<file path="src/rtl/dma_controller.sv">
// Two-channel DMA engine. It requests the bus through a hold handshake and
// moves one 32-bit word per cycle between a device and the shared RAM.
// Channel 0 has fixed priority over channel 1. All outputs are registered.
module dma_controller #(
  parameter int ADDR_W = 6,
  parameter int DATA_W = 32,
  parameter int CNT_W  = 8
) (
  input  logic              clk,
  input  logic              rst,
  input  logic              cfgWe,
  input  logic              cfgCh,
  input  logic [ADDR_W-1:0] cfgAddr,
  input  logic [CNT_W-1:0]  cfgCount,
  input  logic              cfgDir,
  input  logic [1:0]        dreq,
  output logic [1:0]        dack,
  output logic              holdReq,
  input  logic              holdAck,
  output logic              hReady,
  output logic [ADDR_W-1:0] ramAddress,
  output logic              ramEn,
  output logic              ramCtrl,
  output logic [DATA_W-1:0] ramWrData,
  input  logic [DATA_W-1:0] ramRdData,
  input  logic [DATA_W-1:0] ioDataIn,
  output logic [DATA_W-1:0] ioDataOut,
  output logic              ioValid,
  output logic [1:0]        tc,
  output logic              cfgBusy
);

  typedef enum logic [1:0] {IDLE, REQ, XFER, RELEASE} state_t;

  state_t state_reg, state_next;
  logic   active_reg, active_next;

  // Per-channel views gathered from the channel generate blocks
  logic [ADDR_W-1:0] addr_vec [2];
  logic [CNT_W-1:0]  count_vec [2];
  logic [1:0]        dir_vec;
  logic [1:0]        ready;
  logic [1:0]        cfg_accept;

  // Control decisions for the coming edge
  logic beat;
  logic finish_tc;
  logic hold_req_next;
  logic h_ready_next;
  logic cfg_busy_next;

  logic [ADDR_W-1:0] cur_addr;
  logic [CNT_W-1:0]  cur_count;
  logic              cur_dir;
  logic              cur_ready;
  logic              cur_dreq;
  logic [1:0]        active_onehot;

  assign cur_addr      = addr_vec[active_reg];
  assign cur_count     = count_vec[active_reg];
  assign cur_dir       = dir_vec[active_reg];
  assign cur_ready     = ready[active_reg];
  assign cur_dreq      = dreq[active_reg];
  assign active_onehot = active_reg ? 2'b10 : 2'b01;

  genvar gi;
  generate
    for (gi = 0; gi < 2; gi++) begin : g_ch
      logic [ADDR_W-1:0] addr_reg;
      logic [CNT_W-1:0]  count_reg;
      logic              dir_reg;
      logic              is_active;

      assign is_active = (active_reg == 1'(gi));
      // The active channel is locked against reprogramming until back in IDLE;
      // this also covers a write landing on the same edge as its tc.
      assign cfg_accept[gi] = cfgWe && (cfgCh == 1'(gi)) &&
                              !(is_active && (state_reg != IDLE));
      assign ready[gi]      = dreq[gi] && (count_reg != '0);
      assign addr_vec[gi]   = addr_reg;
      assign count_vec[gi]  = count_reg;
      assign dir_vec[gi]    = dir_reg;

      // Channel registers: load on config, advance on each beat of this channel
      always_ff @(posedge clk) begin
        if (rst) begin
          addr_reg  <= '0;
          count_reg <= '0;
          dir_reg   <= 1'b0;
        end else if (cfg_accept[gi]) begin
          addr_reg  <= cfgAddr;
          count_reg <= cfgCount;
          dir_reg   <= cfgDir;
        end else if (beat && is_active) begin
          addr_reg  <= addr_reg + ADDR_W'(1);
          count_reg <= count_reg - CNT_W'(1);
        end
      end
    end
  endgenerate

  // State and active-channel registers
  always_ff @(posedge clk) begin
    if (rst) begin
      state_reg  <= IDLE;
      active_reg <= 1'b0;
    end else begin
      state_reg  <= state_next;
      active_reg <= active_next;
    end
  end

  // Next-state logic and next values of the handshake outputs
  always_comb begin
    state_next    = state_reg;
    active_next   = active_reg;
    beat          = 1'b0;
    finish_tc     = 1'b0;
    hold_req_next = holdReq;
    h_ready_next  = hReady;
    cfg_busy_next = cfgBusy;
    case (state_reg)
      IDLE: begin
        // holdAck must have been withdrawn before a new request is raised
        if ((ready != 2'b00) && !holdAck) begin
          active_next   = ready[0] ? 1'b0 : 1'b1;
          hold_req_next = 1'b1;
          cfg_busy_next = 1'b1;
          state_next    = REQ;
        end
      end
      REQ: begin
        if (!cur_ready) begin
          hold_req_next = 1'b0;
          h_ready_next  = 1'b1;
          cfg_busy_next = 1'b0;
          state_next    = RELEASE;
        end else if (holdAck) begin
          h_ready_next = 1'b0;
          state_next   = XFER;
        end
      end
      XFER: begin
        // A zero count here means the last beat just completed
        if (cur_count == '0) begin
          finish_tc     = 1'b1;
          hold_req_next = 1'b0;
          h_ready_next  = 1'b1;
          cfg_busy_next = 1'b0;
          state_next    = RELEASE;
        end else if (!cur_dreq) begin
          hold_req_next = 1'b0;
          h_ready_next  = 1'b1;
          cfg_busy_next = 1'b0;
          state_next    = RELEASE;
        end else if (!holdAck) begin
          // Grant lost: keep the bus claimed and wait for it to return
          state_next = REQ;
        end else begin
          beat = 1'b1;
        end
      end
      RELEASE: begin
        hold_req_next = 1'b0;
        h_ready_next  = 1'b1;
        cfg_busy_next = 1'b0;
        state_next    = IDLE;
      end
      default: state_next = IDLE;
    endcase
  end

  // Registered bus, device and status outputs
  always_ff @(posedge clk) begin
    if (rst) begin
      holdReq    <= 1'b0;
      hReady     <= 1'b1;
      cfgBusy    <= 1'b0;
      ramEn      <= 1'b0;
      dack       <= 2'b00;
      tc         <= 2'b00;
      ramAddress <= '0;
      ramCtrl    <= 1'b0;
      ramWrData  <= '0;
      ioDataOut  <= '0;
      ioValid    <= 1'b0;
    end else begin
      holdReq <= hold_req_next;
      hReady  <= h_ready_next;
      cfgBusy <= cfg_busy_next;
      ramEn   <= beat;
      dack    <= beat ? active_onehot : 2'b00;
      tc      <= finish_tc ? active_onehot : 2'b00;
      if (beat) begin
        ramAddress <= cur_addr;
        ramCtrl    <= ~cur_dir;
        if (!cur_dir) begin
          ramWrData <= ioDataIn;
        end
      end
      // A read beat's data is captured at the end of that beat
      ioValid <= ramEn && !ramCtrl;
      if (ramEn && !ramCtrl) begin
        ioDataOut <= ramRdData;
      end
    end
  end

endmodule

</file>
<file path="config.mk">
export PLATFORM = sky130hd
export DESIGN_NAME = dma_controller
export DESIGN_NICKNAME = d
export VERILOG_FILES = /design/src/rtl/dma_controller.sv
export SDC_FILE = /design/constraint.sdc
export NUM_CORES = 1
export LEC_CHECK = 0
export ABC_CLOCK_PERIOD_IN_PS = 5900
export CORE_MARGIN = 2
export CORE_UTILIZATION = 50
export DETAILED_ROUTE_END_ITERATION = 8
export MAX_ROUTING_LAYER = met4
export PLACE_DENSITY = 0.86
export SETUP_SLACK_MARGIN = 0.15
export SYNTH_ARGS = -nofsm -noshare
export SYNTH_HDL_FRONTEND = slang
export SYNTH_SLANG_ARGS = --single-unit
</file>
<file path="constraint.sdc">
create_clock -name clk -period 5.9 [get_ports clk]
set_clock_uncertainty 0.2 [all_clocks]
set_input_delay 0.885 -clock clk [delete_from_list [all_inputs] [get_ports clk]]
set_output_delay 0.885 -clock clk [all_outputs]
set_load 0.02 [all_outputs]
</file>
After elaboration in Yosys (flattened, before gate mapping)
Cells that the tools add are included.
- mux-type cells: 45
- equal/unequal tests: 8
- reduce and logical (&&, ||, !) cells: 32
- add/subtract/negate cells: 4
- bitwise gates (word level): 6
- magnitude comparators: 2
- operators by type and width (operator ; number):
    two-way mux 8 bit ; 7
    two-way mux 6 bit ; 7
    two-way mux 1 bit ; 21
    nonzero test 8 bit ; 2
    subtractor 8 x 1 -> 8 bit, second input constant ; 2
    two-way mux 2 bit ; 7
    adder 6 x 1 -> 6 bit, second input constant ; 2
    logical AND 1 bit ; 12
    AND reduction 3 bit ; 3
    logical NOT 8 bit ; 1
    one-hot mux 2 bit (4 select lines) ; 1
    nonzero test 2 bit ; 4
    inequality test 3 bit, second input constant ; 2
    inverter 1 bit ; 5
    == test 2 bit, second input constant ; 2
    logical NOT 1 bit ; 4
    inequality test 2 bit, second input constant ; 2
    inequality test 4 bit, second input constant ; 1
    one-hot mux 1 bit (4 select lines) ; 1
    AND reduction 2 bit ; 2
    OR reduction 2 bit ; 2
    one-hot mux 1 bit (3 select lines) ; 1
    nonzero test 3 bit ; 1
    == test 2 x 1 -> 1 bit, second input constant ; 1
    other kinds (4) ; 4
- output and inout bits: 80
- flip-flop bits (word level): 112
- logic and storage cells: 115

Longest topological paths before layout
- depth after elaboration: 10
- gate-level depth with buffers: 7
- mapped depth without buffers: 6

Worst setup path before layout
OpenSTA, ideal clock, no wires.
- kind: in2reg
- from: input holdAck
- to: register g_ch[1].addr_reg[3]
- data arrival time: 2103 ps
- data required time: 5570 ps
- buffers on the path: 2
- slack: 3467 ps
- setup time: 130 ps
- stages: 6
- path through: nand3b_2 buf_2 a211oi_1 buf_2 mux2i_1 o22ai_1
- word-level cells in the longest chain between the ends: 6
- RTL lines (item ; RTL line ; source):
    from (decl) ; 19 ; input logic holdAck,
    two-way mux 1 bit ; 156 ; end else if (!holdAck) begin
    two-way mux 1 bit ; 151 ; end else if (!cur_dreq) begin
    two-way mux 1 bit ; 145 ; if (cur_count == '0) begin
    two-way mux 1 bit ; 122 ; case (state_reg)
    logical AND 1 bit ; 94 ; end else if (beat && is_active) begin
    nonzero test 2 bit (no source line) ; n/a ;
    to (signal assigned) ; 91 ; addr_reg <= cfgAddr;
    to (signal assigned) ; 95 ; addr_reg <= addr_reg + ADDR_W'(1);
    to (decl) ; 69 ; logic [ADDR_W-1:0] addr_reg;
Every way passes these cells.
A chain may end at the register's enable or synchronous reset.

Final worst setup path
- from: input holdAck
- to: register ramCtrl
- word-level cells in the longest chain between the ends: 4
- RTL lines (item ; RTL line ; source):
    two-way mux 1 bit ; 156 ;
    two-way mux 1 bit ; 151 ;
    two-way mux 1 bit ; 145 ;
    two-way mux 1 bit ; 122 ;
    to (signal assigned) ; 196 ; ramCtrl <= ~cur_dir;
    to (decl) ; 23 ; output logic ramCtrl,
Every way passes these cells.

==> run metrics <==
fin crit period 3.69 ns; routed wire length on met3 between 900 and 1000 um; grt ovf 0; Mapped Cells 577; Max transition margin 0.180; die span in y about 110 um; Nets 797; CP max stage delay 0.89 ns; Fin. Hold Viols 0; highest routed layer met4; worst path required time roughly 6 ns; drt wl/cell between 15 and 20 um; gr usage total 0.259; Initial Util 0.510; via count about 4900; ratio of cells with drive above 1 in the final layout 0.0663; CP max-delay cell or2_1; Peak VDD IR ~0.17 mV; ys flop type dfxtp_1; CP top delay family simple AND/OR/NAND/NOR gates; clock buffer count from CTS 9; pre-CTS setup slack 1.87 ns; worst skew pair latency between 0.3 and 0.4 ns; vias in the first global route ~4500; Post-Syn Nets about 670; DP Area 6770 um2; CTS tree done; TNS Setup 0 ns; Avg Cell Area, Syn 9.00 um2; WP data arrival ~3.8 ns; # diodes 0; Worst-Margin Slew 1.22 ns; Layout area overhead 34.1%; number of DRC markers in iteration 0 a little under 400; routed length on met2 ~7000 um; CTS Sinks 112; crit path launch type input pin; post-route cell area between 6000 and 7000 um2; CTS H-tree depth 3; worst hold path depth 2; max-cap violations 0; vias per cell ~5.8; number of synthesized flops with an enable pin 0; Cell variety after synth 63; Hold-fix buffers, CTS 0; Worst Setup End Kind flip-flop; depth of the most critical reg-to-reg path 5; clock-pin slew on the worst setup and hold paths approximately 0.10 ns; hold path endpoint ioDataOut[29]; Lkg Pwr 0.00233 uW; post-synthesis async set-or-reset flop share 0; M1 WL around 6300 um; power density cells about 250 nW/um2; Crit path buffers/inverters 2; Hold Crit Class reg -> reg; Critical Path Stages 6; YS warnings 0; R2R setup slack approximately 2.7 ns; RSZ-0062 raised after global routing no; post_cts resized 0; Cell Rows 37; Post-DRT Antenna Nets 0; CP max FO 33; hpwl dp around 10000 um; hold_sp ioDataOut[29]; Core ar. 10200 um2; pins over their slew limit 0; top-level I/O count between 150 and 200; maximum clock rate about 270 MHz; #FFs+latches synth 112; Initial DRT Pass Iterations 5; R2R Path End ramCtrl; GPL Wtd Cong around 0.87; status finished clean; Post-Route WL roughly 14000 um; root buf cell clkbuf_8; Tcrit/Tclk final 0.625; Die Wd around 110 um; CP Class in -> reg; final setup fails 0; die area approximately 11000 um2; sequential area share after synthesis 0.432; Non-Filler Instances between 800 and 900; Max Root-Sink Buffers 2; final hold slack 0.259 ns; Mapped Area between 5000 and 6000 um2; initial antenna violation count 0; crit path cell chain clkdlybuf4s50_1 > nand3b_2 > a2111oi_4 > buf_4 > or2_1 > a22o_1; placed cell count 830; first-pass GRT wire length ~23000 um; final setup margin roughly 2.2 ns; largest net degree at the start of global routing ~110; port buffer count 165; RR Startpoint state_reg[1]; DRC 0; postcts setup bufs 0
[worst register-to-register path: stages (launching register included)]
cell	delay [ns]
dfxtp_1	0.61
nand3b_2	0.41
a2111oi_4	0.43
buf_4	0.38
or2_1	0.90
a22o_1	0.26
[area by class of cell]
class / instances / area, um2
Sequential cell: 112 / 2240
Inverter: 21 / 78.8
Clock buffer: 10 / 138
Tap cell: 136 / 170
Clock inverter: 5 / 63.8
Multi-Input combinational cell: 392 / 2600
Fill cell: 831 / 3220
Timing Repair Buffer: 169 / 1680
[cells by family (layout without fill, tap and decap cells)]
family                     after synthesis  in the layout  synth area share
and+or+nand+nor                        205            205             0.213
AOI/OAI and AO/OA                      160            160             0.224
DFF                                    112            112             0.432
buffers and inverters                   73            205            0.0739
muxes                                   19             19            0.0390
adders and majority gates                6              6            0.0145
xor gates and xnor gates                 2              2           0.00337
[routing by layer]
| metal | track usage | vias to the layer above |
|---|---|---|
| li1 | - | 2361 |
| met1 | 0.342 | 2355 |
| met2 | 0.421 | 199 |
| met3 | 0.0448 | 16 |
| met4 | 0.0536 | 0 |
| met5 | - | - |
[through the flow]
stage           util  power [uW]
2_1_floorplan      -        1110
3_3_place_gp   0.664        1240
3_5_place_dp   0.664        1250
4_1_cts        0.684        1720
5_1_grt        0.684        1790
6_report       0.684        1710
[synth_stat cells (11+ instances only)]
library cell	instances	area share
a211oi_1	15	0.022
a21oi_1	45	0.043
a31o_1	32	0.054
buf_2	11	0.011
clkbuf_1	28	0.020
dfxtp_1	112	0.43
inv_1	21	0.015
nand2_1	91	0.066
nand3_1	12	0.012
nor2_1	22	0.016
nor3_1	13	0.013
nor4b_1	33	0.056
[worst max-delay path by stage]
stage / start / end
floorplan: holdAck / g_ch[1].addr_reg[3]
global placement: holdAck / ramCtrl
detailed placement: holdAck / ramCtrl
CTS: holdAck / ramCtrl
global route: holdAck / ramCtrl
finish: holdAck / ramCtrl
[cells in the final DEF (no fill, tap or decap), types with 3 or more instances in the layout]
cell type          n
a211oi_1          15
a21o_1             3
a21oi_1           45
a221oi_1           3
a22oi_1            7
a31o_1            32
a31oi_1            7
buf_4              5
clkbuf_8          10
clkdlybuf4s50_1  164
dfxtp_1          112
ha_1               6
inv_1             21
mux2_2            10
mux2i_1            9
nand2_1           91
nand2b_1           6
nand3_1           12
nand3b_1           4
nor2_1            22
nor3_1            13
nor4b_1           33
o21ai_0            5
o221ai_1           3
o22ai_1           10
o311ai_0           3
or2_2              3
or4_1              5
[where the power goes]
group | leakage, uW | switching [uW] | internal, uW | total [uW]
Combinational | 0.00132 | 205 | 185 | 390
Sequential | 0.000907 | 57.4 | 797 | 855
Clock | 0.0000994 | 260 | 210 | 470
Total | 0.00233 | 523 | 1190 | 1710
Note: power is estimated with default switching activity, not from simulation.
